### src/rtl/lock_pkg.sv
// Shared definitions for the keypad-lock controller and the display side.
package lock_pkg;

  localparam logic [1:0] ST_INIT     = 2'b00;
  localparam logic [1:0] ST_UNLOCKED = 2'b01;
  localparam logic [1:0] ST_LOCKED   = 2'b10;

  localparam int unsigned CODE_LEN = 4;

  localparam logic [4:0] BLANK_DIGIT = 5'b10100;

  typedef enum logic [1:0] {
    S_INIT     = ST_INIT,
    S_UNLOCKED = ST_UNLOCKED,
    S_LOCKED   = ST_LOCKED
  } lock_state_e;

  function automatic logic [2:0] sat_inc(input logic [2:0] v);
    return (v == 3'b111) ? v : v + 3'd1;
  endfunction

endpackage

### src/rtl/lock_controller_if.sv
// Keypad event inputs and display-facing outputs of the lock controller.
interface lock_controller_if;
  logic       digit_valid;
  logic [3:0] digit;
  logic       enter;
  logic       lock;
  logic       clear;
  logic [3:0] hex1;
  logic [3:0] hex2;
  logic [3:0] hex3;
  logic [3:0] hex4;
  logic [2:0] counter;
  logic [1:0] state;
  logic       lockout;
  logic       bad_code;

  modport master (
    output digit_valid, digit, enter, lock, clear,
    input  hex1, hex2, hex3, hex4, counter, state, lockout, bad_code
  );

  modport slave (
    input  digit_valid, digit, enter, lock, clear,
    output hex1, hex2, hex3, hex4, counter, state, lockout, bad_code
  );
endinterface

### src/rtl/lockout_timer.sv
// Down-counter that holds `active` high for exactly LOCKOUT_CYCLES cycles after `load`.
module lockout_timer #(
  parameter int LOCKOUT_CYCLES = 100_000_000
) (
  input  logic clock,
  input  logic reset,
  input  logic load,
  output logic done,
  output logic active
);

  localparam int W = $clog2(LOCKOUT_CYCLES + 1);
  localparam logic [W-1:0] LOAD_VAL = W'(LOCKOUT_CYCLES);

  logic [W-1:0] count;

  always_ff @(posedge clock) begin
    if (reset) begin
      count  <= '0;
      active <= 1'b0;
    end else if (load) begin
      count  <= LOAD_VAL;
      active <= 1'b1;
    end else if (count != '0) begin
      count <= count - W'(1);
      if (count == W'(1)) active <= 1'b0;
    end
  end

  // Flags the edge on which the count reaches zero so the owner can act on that same edge.
  assign done = active && (count == W'(1));

endmodule

### src/rtl/lock_controller.sv
// Keypad-lock sequencer: entry buffer, stored passcode, lock FSM and failed-attempt lockout.
module lock_controller
  import lock_pkg::*;
#(
  parameter int MAX_FAILS      = 3,
  parameter int LOCKOUT_CYCLES = 100_000_000
) (
  input logic          clock,
  input logic          reset,
  lock_controller_if.slave bus
);

  lock_state_e state_q;
  logic [3:0]  digits [CODE_LEN];
  logic [2:0]  count_q;
  logic [15:0] code_q;
  logic [2:0]  fails_q;
  logic        bad_q;

  logic        lockout;
  logic        expire;
  logic        lock_req;
  logic        full;
  logic        take_enter;
  logic        mismatch;
  logic        load_timer;
  logic [2:0]  fails_inc;
  logic [15:0] entry;

  always_comb begin
    entry      = {digits[0], digits[1], digits[2], digits[3]};
    lock_req   = bus.lock && (state_q == S_UNLOCKED);
    full       = (count_q == 3'(CODE_LEN));
    take_enter = bus.enter && !lock_req && !bus.clear && !lockout && full;
    mismatch   = (entry != code_q);
    fails_inc  = sat_inc(fails_q);
    load_timer = take_enter && (state_q == S_LOCKED) && mismatch
                 && (fails_inc == 3'(MAX_FAILS));
  end

  lockout_timer #(.LOCKOUT_CYCLES(LOCKOUT_CYCLES)) u_timer (
    .clock  (clock),
    .reset  (reset),
    .load   (load_timer),
    .done   (expire),
    .active (lockout)
  );

  always_ff @(posedge clock) begin
    if (reset) begin
      state_q <= S_INIT;
      count_q <= '0;
      code_q  <= '0;
      fails_q <= '0;
      bad_q   <= 1'b0;
      for (int unsigned i = 0; i < CODE_LEN; i++) digits[i] <= '0;
    end else begin
      bad_q <= 1'b0;
      if (expire) fails_q <= '0;

      if (lock_req) begin
        state_q <= S_LOCKED;
        count_q <= '0;
        for (int unsigned i = 0; i < CODE_LEN; i++) digits[i] <= '0;
      end else if (!lockout) begin
        if (bus.clear) begin
          count_q <= '0;
          for (int unsigned i = 0; i < CODE_LEN; i++) digits[i] <= '0;
        end else if (bus.enter) begin
          // A short entry leaves the buffer untouched in every state.
          if (take_enter) begin
            count_q <= '0;
            for (int unsigned i = 0; i < CODE_LEN; i++) digits[i] <= '0;
            unique case (state_q)
              S_INIT, S_UNLOCKED: begin
                code_q  <= entry;
                state_q <= S_UNLOCKED;
              end
              S_LOCKED: begin
                if (mismatch) begin
                  bad_q   <= 1'b1;
                  fails_q <= fails_inc;
                end else begin
                  fails_q <= '0;
                  state_q <= S_UNLOCKED;
                end
              end
              default: state_q <= S_INIT;
            endcase
          end
        end else if (bus.digit_valid && !full) begin
          digits[count_q[1:0]] <= bus.digit;
          count_q              <= count_q + 3'd1;
        end
      end
    end
  end

  assign bus.hex1     = digits[0];
  assign bus.hex2     = digits[1];
  assign bus.hex3     = digits[2];
  assign bus.hex4     = digits[3];
  assign bus.counter  = count_q;
  assign bus.state    = state_q;
  assign bus.lockout  = lockout;
  assign bus.bad_code = bad_q;

endmodule

### src/flat_wrapper.sv
// flat-port wrapper written by rule: the top's interface ports become plain ports
module lock_controller_flat import lock_pkg::*;
#(
  parameter int MAX_FAILS      = 3,
  parameter int LOCKOUT_CYCLES = 100_000_000
)
  (clock, reset, bus_digit_valid, bus_digit, bus_enter, bus_lock, bus_clear, bus_hex1, bus_hex2, bus_hex3, bus_hex4, bus_counter, bus_state, bus_lockout, bus_bad_code);
  lock_controller_if bus_i ();
  input logic clock;
  input logic reset;
  input wire logic [$bits(bus_i.digit_valid)-1:0] bus_digit_valid;
  input wire logic [$bits(bus_i.digit)-1:0] bus_digit;
  input wire logic [$bits(bus_i.enter)-1:0] bus_enter;
  input wire logic [$bits(bus_i.lock)-1:0] bus_lock;
  input wire logic [$bits(bus_i.clear)-1:0] bus_clear;
  output wire logic [$bits(bus_i.hex1)-1:0] bus_hex1;
  output wire logic [$bits(bus_i.hex2)-1:0] bus_hex2;
  output wire logic [$bits(bus_i.hex3)-1:0] bus_hex3;
  output wire logic [$bits(bus_i.hex4)-1:0] bus_hex4;
  output wire logic [$bits(bus_i.counter)-1:0] bus_counter;
  output wire logic [$bits(bus_i.state)-1:0] bus_state;
  output wire logic [$bits(bus_i.lockout)-1:0] bus_lockout;
  output wire logic [$bits(bus_i.bad_code)-1:0] bus_bad_code;
  assign bus_i.digit_valid = bus_digit_valid;
  assign bus_i.digit = bus_digit;
  assign bus_i.enter = bus_enter;
  assign bus_i.lock = bus_lock;
  assign bus_i.clear = bus_clear;
  assign bus_hex1 = bus_i.hex1;
  assign bus_hex2 = bus_i.hex2;
  assign bus_hex3 = bus_i.hex3;
  assign bus_hex4 = bus_i.hex4;
  assign bus_counter = bus_i.counter;
  assign bus_state = bus_i.state;
  assign bus_lockout = bus_i.lockout;
  assign bus_bad_code = bus_i.bad_code;
  lock_controller #(.MAX_FAILS(MAX_FAILS), .LOCKOUT_CYCLES(LOCKOUT_CYCLES)) u_core (.clock(clock), .reset(reset), .bus(bus_i));
endmodule
### config.mk
export PLATFORM = sky130hd
export DESIGN_NAME = lock_controller_flat
export DESIGN_NICKNAME = d
export VERILOG_FILES = /design/src/rtl/lock_pkg.sv /design/src/rtl/lock_controller_if.sv /design/src/rtl/lockout_timer.sv /design/src/rtl/lock_controller.sv /design/src/flat_wrapper.sv
export SDC_FILE = /design/constraint.sdc
export NUM_CORES = 1
export LEC_CHECK = 0
export ABC_CLOCK_PERIOD_IN_PS = 2800
export CAP_MARGIN = 20
export CORE_MARGIN = 2
export CORE_UTILIZATION = 57
export CTS_CLUSTER_DIAMETER = 120
export DETAILED_ROUTE_END_ITERATION = 10
export PLACE_DENSITY_LB_ADDON = 0.3
export SLEW_MARGIN = 20
export SYNTH_ARGS = -nofsm -noshare
export SYNTH_HDL_FRONTEND = slang
export SYNTH_SLANG_ARGS = --single-unit
### constraint.sdc
create_clock -name clock -period 2.8 [get_ports clock]
set_clock_uncertainty 0.15 [all_clocks]
set_input_delay 0.7 -clock clock [delete_from_list [all_inputs] [get_ports clock]]
set_output_delay 0.7 -clock clock [all_outputs]
set_load 0.005 [all_outputs]
==> results.yml, run 1 <==
status:
  status: "completed"
hold_path:
  hold_path.class: "register to register"
  hold_depth: 2
  hold_end: "u_core.u_timer.count[12]$_SDFFE_PP0P_"
  min_from: "u_core.u_timer.count[12]$_SDFFE_PP0P_"
critical_path:
  critPathRequiredTime_ps: 2890
  crit_fanout: 10
  cp_slowest_stage_delay_ps: 600
  reg2reg_depth: 6
  path_class: "register to register"
  path_delay_family: "simple AND/OR/NAND/NOR gates"
  r2r-end: "u_core.fails_q[0]$_SDFF_PP0_"
  critPathCaptureType: "register"
  startpoint_type: "register"
  worstPathArrival_ps: 2580
  path_cells: "or4_4 -> nor3b_4 -> buf_4 -> a41o_1 -> nor2_1 -> a211o_1"
  worstSetupStartpoint: "u_core.u_timer.count[13]$_SDFFE_PP0P_"
  slowest_stage: "or4_4"
  crit_buf_inv: 1
  r2r_start: "u_core.u_timer.count[13]$_SDFFE_PP0P_"
  rrSetupSlack_ps: 320
place:
  hpwl_mm: 5.037
  place_ws_ps: 268.4
  place_congestion: 0.8702
  numPortBuffers: 32
timing:
  tightest_slew_ps: 547.9
  max_freq_mhz: 403.0
  rsz0062_at_grt: "no"
  finalMaxSlewViolations: 0
  layout_worst_path_cycle_share_pct: 88.63
  fin_crit_ps: 2482
  tns_ps: 0
  holdWs_ps: 331.0
  setup_viol: 0
  hold_viol: 0
  slew_headroom_pct: 62.53
  fin_ws_ps: 318.4
clock_tree:
  cts_tree: "done"
  path_clk_slew_ps: 80
  numClockSinks: 69
  clock-root-buffer: "clkbuf_8"
  clock_latency_ps: 350
  cts_resized: 0
  post-cts-setup-buffers: 0
  clockBufferDepth: 2
  htreeDepth: 3
  ctsHoldBuffers: 0
  cts_made_buffers: 9
floorplan:
  num_io_pins: 33
  row_count: 28
  initial_core_util_pct: 57.96
  fp.dieH_um: 81.13
  core_mm2: 0.005851
  die_area_mm2: 0.006581
  die_w_um: 81.13
drt:
  drtIter0Drc: 230
  postRouteAntennaNets: 0
  totalWireLength_mm: 7.068
  drc: 0
  routedWlPerCell_um: 14.94
  drt_pre_antenna_iters: 4
  dr_total_vias: 2766
  viasPerCell: 5.848
power:
  power_leakage_nw: 1.633
  max-vdd-ir-drop_uv: 965.2
  p_total_w: 0.004035
  p_per_area_mw_per_mm2: 983.2
logic_synthesis:
  synthTopCellsByArea: "dfxtp_1 (31%), edfxtp_1 (14%), mux2i_1 (5.0%)"
  netlist_area_mm2: 0.003391
  async_flop_share_pct: 0
  synth_edf_count: 16
  synth_most_common_cell: "dfxtp_1"
  seq_area_frac_synth_pct: 45.46
  syn_nets: 369
  ys_warn_count: 0
  synth_common_cells: "dfxtp_1 (53), nor2_1 (31), a21oi_1 (22)"
  post-synth-top-area-cell: "dfxtp_1"
  synth_cell_types: 57
  synth_top_area_share_pct: 31.29
  synth_seq_cells: 69
  avgSynthCellArea_um2: 9.660
  yosys_most_used_dff: "dfxtp_1"
  netlist_instances: 351
grt:
  grt_usage_pct: 23.09
  grt-busiest-layer: "met2"
  grt_use_met3_pct: 3.778
  grt_pass1_vias: 2600
  use_met2_pct: 37.11
  met1_usage_pct: 30.38
  grt_max_degree: 38
  overflow: 0
  antenna_found_initial: 0
  grt_pass1_wl_mm: 11.72
layout:
  n_antenna_cell: 0
  syn_to_final_growth_pct: 21.03
  nFillCells: 443
  seq_area_mm2: 0.001541
  fin_nets: 411
  multiInputGateArea_mm2: 0.001750
  drive_above_1_share_pct: 11.31
job:
  max_cap_viol_count: 0
==> worst max path at each step <==
stage | to | cells past startpoint | slack [ps]
floorplan | u_core.u_timer.count[0]$_SDFFE_PP0P_ | 6 | 530
global placement | u_core.fails_q[0]$_SDFF_PP0_ | 6 | 310
detailed placement | u_core.digits[2][2]$_SDFFCE_PN0P_ | 7 | 270
CTS | u_core.fails_q[0]$_SDFF_PP0_ | 6 | 340
global route | u_core.u_timer.count[23]$_SDFFE_PP0P_ | 5 | 200
finish | u_core.fails_q[0]$_SDFF_PP0_ | 6 | 320
==> flip-flops by register name, summed over array words and instances (netlist names) <==
name,count
u_core.bus.bad_code,1
u_core.u_timer.count,27
u_core.bus.counter,3
u_core.u_timer.active,1
u_core.code_q,16
u_core.digits,16
u_core.fails_q,3
u_core.bus.state,2
==> logic make-up (layout without fill, tap and decap cells) <==
kind of cell	Yosys count	count (layout)	synth area share [%]
XOR/XNOR	24	24	6.199
buffers and inverters	24	71	3.099
multiplexers	17	17	5.018
adder cells (fa/ha/maj)	8	8	2.952
flip-flops	69	69	45.46
AO/OA/AOI/OAI	67	67	12.95
AND/OR/NAND/NOR	142	142	24.32
==> power by group <==
part           switching, W  internal (W)
Combinational      0.000920      0.000723
Clock              0.000393      0.000596
Sequential         0.000202       0.00120
Total               0.00152       0.00252
==> routing by layer <==
metal	part of all wire (%)	routed length, um
met1	46	3283
met2	48	3404
met3	3.6	257
met4	1.7	121
met5	0	0
==> through the flow <==
stage	cells	utilization [%]	cell area, um^2
6_report	473	70.15	4104
3_3_place_gp	457	65.93	3857
4_1_cts	473	70.15	4104
3_5_place_dp	457	65.93	3857
5_1_grt	473	70.15	4104
2_1_floorplan	351	-	3391
==> area by class of cell <==
type	count	area share [%]
clock buffers	9	3.018
clock inverters	7	2.988
inverters	9	0.8232
multi-input cells	258	42.65
flip-flops and latches	69	37.56
well taps	75	2.287
repair buffers	46	10.67
==> tightest hold or removal path, cell delays in order, from the launching register on <==
cell and delay, ps:
dfxtp_1 330, o41ai_1 60, a21oi_1 60
==> layout by cell type (no fill, tap or decap), types with 2 or more instances in the layout <==
| cell type | count |
|---|---|
| dfxtp_1 | 53 |
| clkdlybuf4s50_1 | 32 |
| nor2_1 | 31 |
| a21oi_1 | 22 |
| and3_1 | 21 |
| nand2_1 | 20 |
| xor2_1 | 19 |
| mux2i_1 | 17 |
| edfxtp_1 | 16 |
| buf_4 | 13 |
| a31oi_1 | 12 |
| inv_1 | 9 |
| clkbuf_8 | 9 |
| or3_1 | 8 |
| o21ai_0 | 8 |
| ha_1 | 8 |
| nor4_1 | 7 |
| nor3_1 | 7 |
| nand4_1 | 6 |
| nand3_1 | 5 |
| xnor2_1 | 5 |
| nand3b_1 | 4 |
| a211oi_1 | 4 |
| or4_1 | 4 |
| o41ai_1 | 4 |
| and2_1 | 3 |
| nor4b_1 | 3 |
| o31ai_1 | 3 |
| or3_2 | 3 |
| bufinv_16 | 3 |
| or4_4 | 2 |
| and4_1 | 2 |
| a41o_1 | 2 |
| or2_2 | 2 |
| o21a_1 | 2 |
| nand2b_1 | 2 |
| or4b_1 | 2 |
| clkinvlp_4 | 2 |
Power figures use the tool's default switching activity.
==> run 2: changes to the inputs <==
CORE_UTILIZATION = 50   (was 57)
SKIP_LAST_GASP = 1   (was not set)
==> run 2 against run 1 <==
  * Cell area is 2.2% lower
  * Non-clock buffer count is 2 lower
  * First-iteration DRC count is 28% lower
  * Register-to-register slack worse by 90 ps
  * Routed wire length is 1.6% lower
  * Die area is 13% higher
  * Flip-flop and latch count stayed put
  * Critical path type unchanged
  * Largest cell class unchanged
==> results.yml, run 2 (synthesized netlist as in run 1, its figures left out) <==
place:
  place_congestion: 0.8955
  numPortBuffers: 32
  hpwl_mm: 5.027
  dpl.cell_count: 460
drt:
  viasPerCell: 5.775
  routedWlPerCell_um: 14.61
  drt_pre_antenna_iters: 4
  totalWireLength_mm: 6.955
  dr_total_vias: 2749
  drc: 0
  drtIter0Drc: 165
  postRouteAntennaNets: 0
clock_tree:
  post-cts-setup-buffers: 0
  cts_tree: "done"
  numClockSinks: 69
  cts_made_buffers: 9
  htreeDepth: 3
  clockBufferDepth: 2
  clock-root-buffer: "clkbuf_8"
  ctsHoldBuffers: 0
  clock_latency_ps: 350
  path_clk_slew_ps: 70
  cts_resized: 0
power:
  seq_power_share_pct: 37.8
  max-vdd-ir-drop_uv: 940.6
  p_per_area_mw_per_mm2: 925.3
  switching_share_pct: 39.74
  pwr-share-comb_pct: 43.6
  power_frac_clock_pct: 18.7
  p_int_w: 0.002238
  power_leakage_nw: 1.588
  switchingPower_w: 0.001476
timing:
  tns_ps: 0
  holdWs_ps: 330.7
  slew_headroom_pct: 57.72
  max_freq_mhz: 388.1
  setup_viol: 0
  hold_viol: 0
  finalMaxSlewViolations: 0
  layout_worst_path_cycle_share_pct: 92.02
  fin_crit_ps: 2577
  tightest_slew_ps: 628.4
  rsz0062_at_grt: "no"
critical_path:
  worstPathArrival_ps: 2700
  crit_path_end: "u_core.u_timer.count[2]$_SDFFE_PP0P_"
  worstSetupStartpoint: "u_core.digits[1][1]$_SDFFCE_PN0P_"
  critPathCaptureType: "register"
  startpoint_type: "register"
  path_class: "register to register"
  crit_cells: 6
  path_cells: "xor2_1 -> nor4_1 -> nand4_1 -> a41o_1 -> buf_4 -> a21oi_1"
  crit_buf_inv: 1
  slowest_stage: "nor4_1"
  critPathRequiredTime_ps: 2930
  crit_fanout: 7
  r2r_start: "u_core.digits[1][1]$_SDFFCE_PN0P_"
  rrSetupSlack_ps: 220
  cp_slowest_stage_delay_ps: 590
  r2r-end: "u_core.u_timer.count[2]$_SDFFE_PP0P_"
  reg2reg_depth: 6
  path_delay_family: "simple AND/OR/NAND/NOR gates"
layout:
  layout.cells.non_filler: 476
  layout_common_cells: "dfxtp_1 (53), clkdlybuf4s50_1 (32), nor2_1 (31)"
  syn_to_final_growth_pct: 18.38
  nFillCells: 581
  n_antenna_cell: 0
  layout_commonest_cell: "dfxtp_1"
  top_regs: "u_core.u_timer.count x27, u_core.code_q x16, u_core.digits x16"
  regMostFlops: "u_core.u_timer.count"
  largest_reg_flops: 27
  fin_nets: 409
  drive_above_1_share_pct: 10.35
floorplan:
  row_count: 30
  die_area_mm2: 0.007456
  num_io_pins: 33
  fp.dieH_um: 86.35
  die_w_um: 86.35
  core_mm2: 0.006681
  initial_core_util_pct: 50.75
grt:
  grt_max_degree: 38
  grt_usage_pct: 20.29
  overflow: 0
  grt_pass1_wl_mm: 12.05
  antenna_found_initial: 0
  grt_pass1_vias: 2620
hold_path:
  hold_path.class: "register to register"
status:
  status: "completed"
job:
  max_cap_viol_count: 0
## run 2: cell types whose count changed in the layout (fill, tap and decap cells not counted)
| cell | before | now |
|---|---|---|
| buf_4 | 13 | 11 |
| bufinv_16 | 3 | 0 |
| clkinv_1 | 0 | 2 |
| clkinv_2 | 0 | 2 |
| clkinv_4 | 1 | 0 |
## run 2: cell type report
type	instances	area, um^2	area share [%]
multi-input cells	258	1750	43.61
repair buffers	44	422.9	10.54
clock inverters	7	41.29	1.029
flip-flops and latches	69	1541	38.40
inverters	9	33.78	0.8416
well taps	80	100.1	2.494
clock buffers	9	123.9	3.086
## run 2: power by group through the flow
stage	sequential, W	combinational [W]	clock [W]
floorplan	0.00137	0.00132	0
global placement	0.00141	0.00158	0
detailed placement	0.00142	0.00160	0
CTS	0.00140	0.00161	0.000715
global route	0.00143	0.00182	0.000748
finish	0.00140	0.00162	0.000693
## run 2: worst register-to-register path: cells and delay by family, from the launching register on
kind            cells  cell delay [ps]
compound gates      2              510
xor+xnor            1              170
buf+inv             1              170
flops               1              440
simple gates        2             1080
## run 2: worst min-delay path by stage
stage | slack (ps) | to | cells after the start | from
CTS | 330 | u_core.u_timer.count[9]$_SDFFE_PP0P_ | 2 | u_core.u_timer.count[9]$_SDFFE_PP0P_
global route | 360 | u_core.fails_q[1]$_SDFF_PP0_ | 2 | u_core.fails_q[1]$_SDFF_PP0_
floorplan | 300 | u_core.fails_q[1]$_SDFF_PP0_ | 2 | u_core.fails_q[1]$_SDFF_PP0_
global placement | 320 | u_core.u_timer.count[12]$_SDFFE_PP0P_ | 2 | u_core.u_timer.count[12]$_SDFFE_PP0P_
finish | 330 | u_core.u_timer.count[9]$_SDFFE_PP0P_ | 2 | u_core.u_timer.count[9]$_SDFFE_PP0P_
detailed placement | 320 | u_core.u_timer.count[9]$_SDFFE_PP0P_ | 2 | u_core.u_timer.count[9]$_SDFFE_PP0P_
## run 2: per-stage QoR
stage	instance area, um^2	total power (W)	utilization (%)	setup slack [ps]
finish	4014	0.003714	60.07	223.5
global route	4014	0.004006	60.07	112.4
CTS	4014	0.003727	60.07	337.9
detailed placement	3849	0.003020	57.60	229.3
global placement	3849	0.002995	57.60	249.6
floorplan	3391	0.002693	-	533.4
## run 2: layer usage
metal	vias to the layer above	GRT usage (%)	part of all wire, %
met1	1279	27.45	48
met4	0	8.523	1.9
met5	-	0	0
li1	1387	-	-
met2	67	30.77	46
met3	16	5.429	3.8
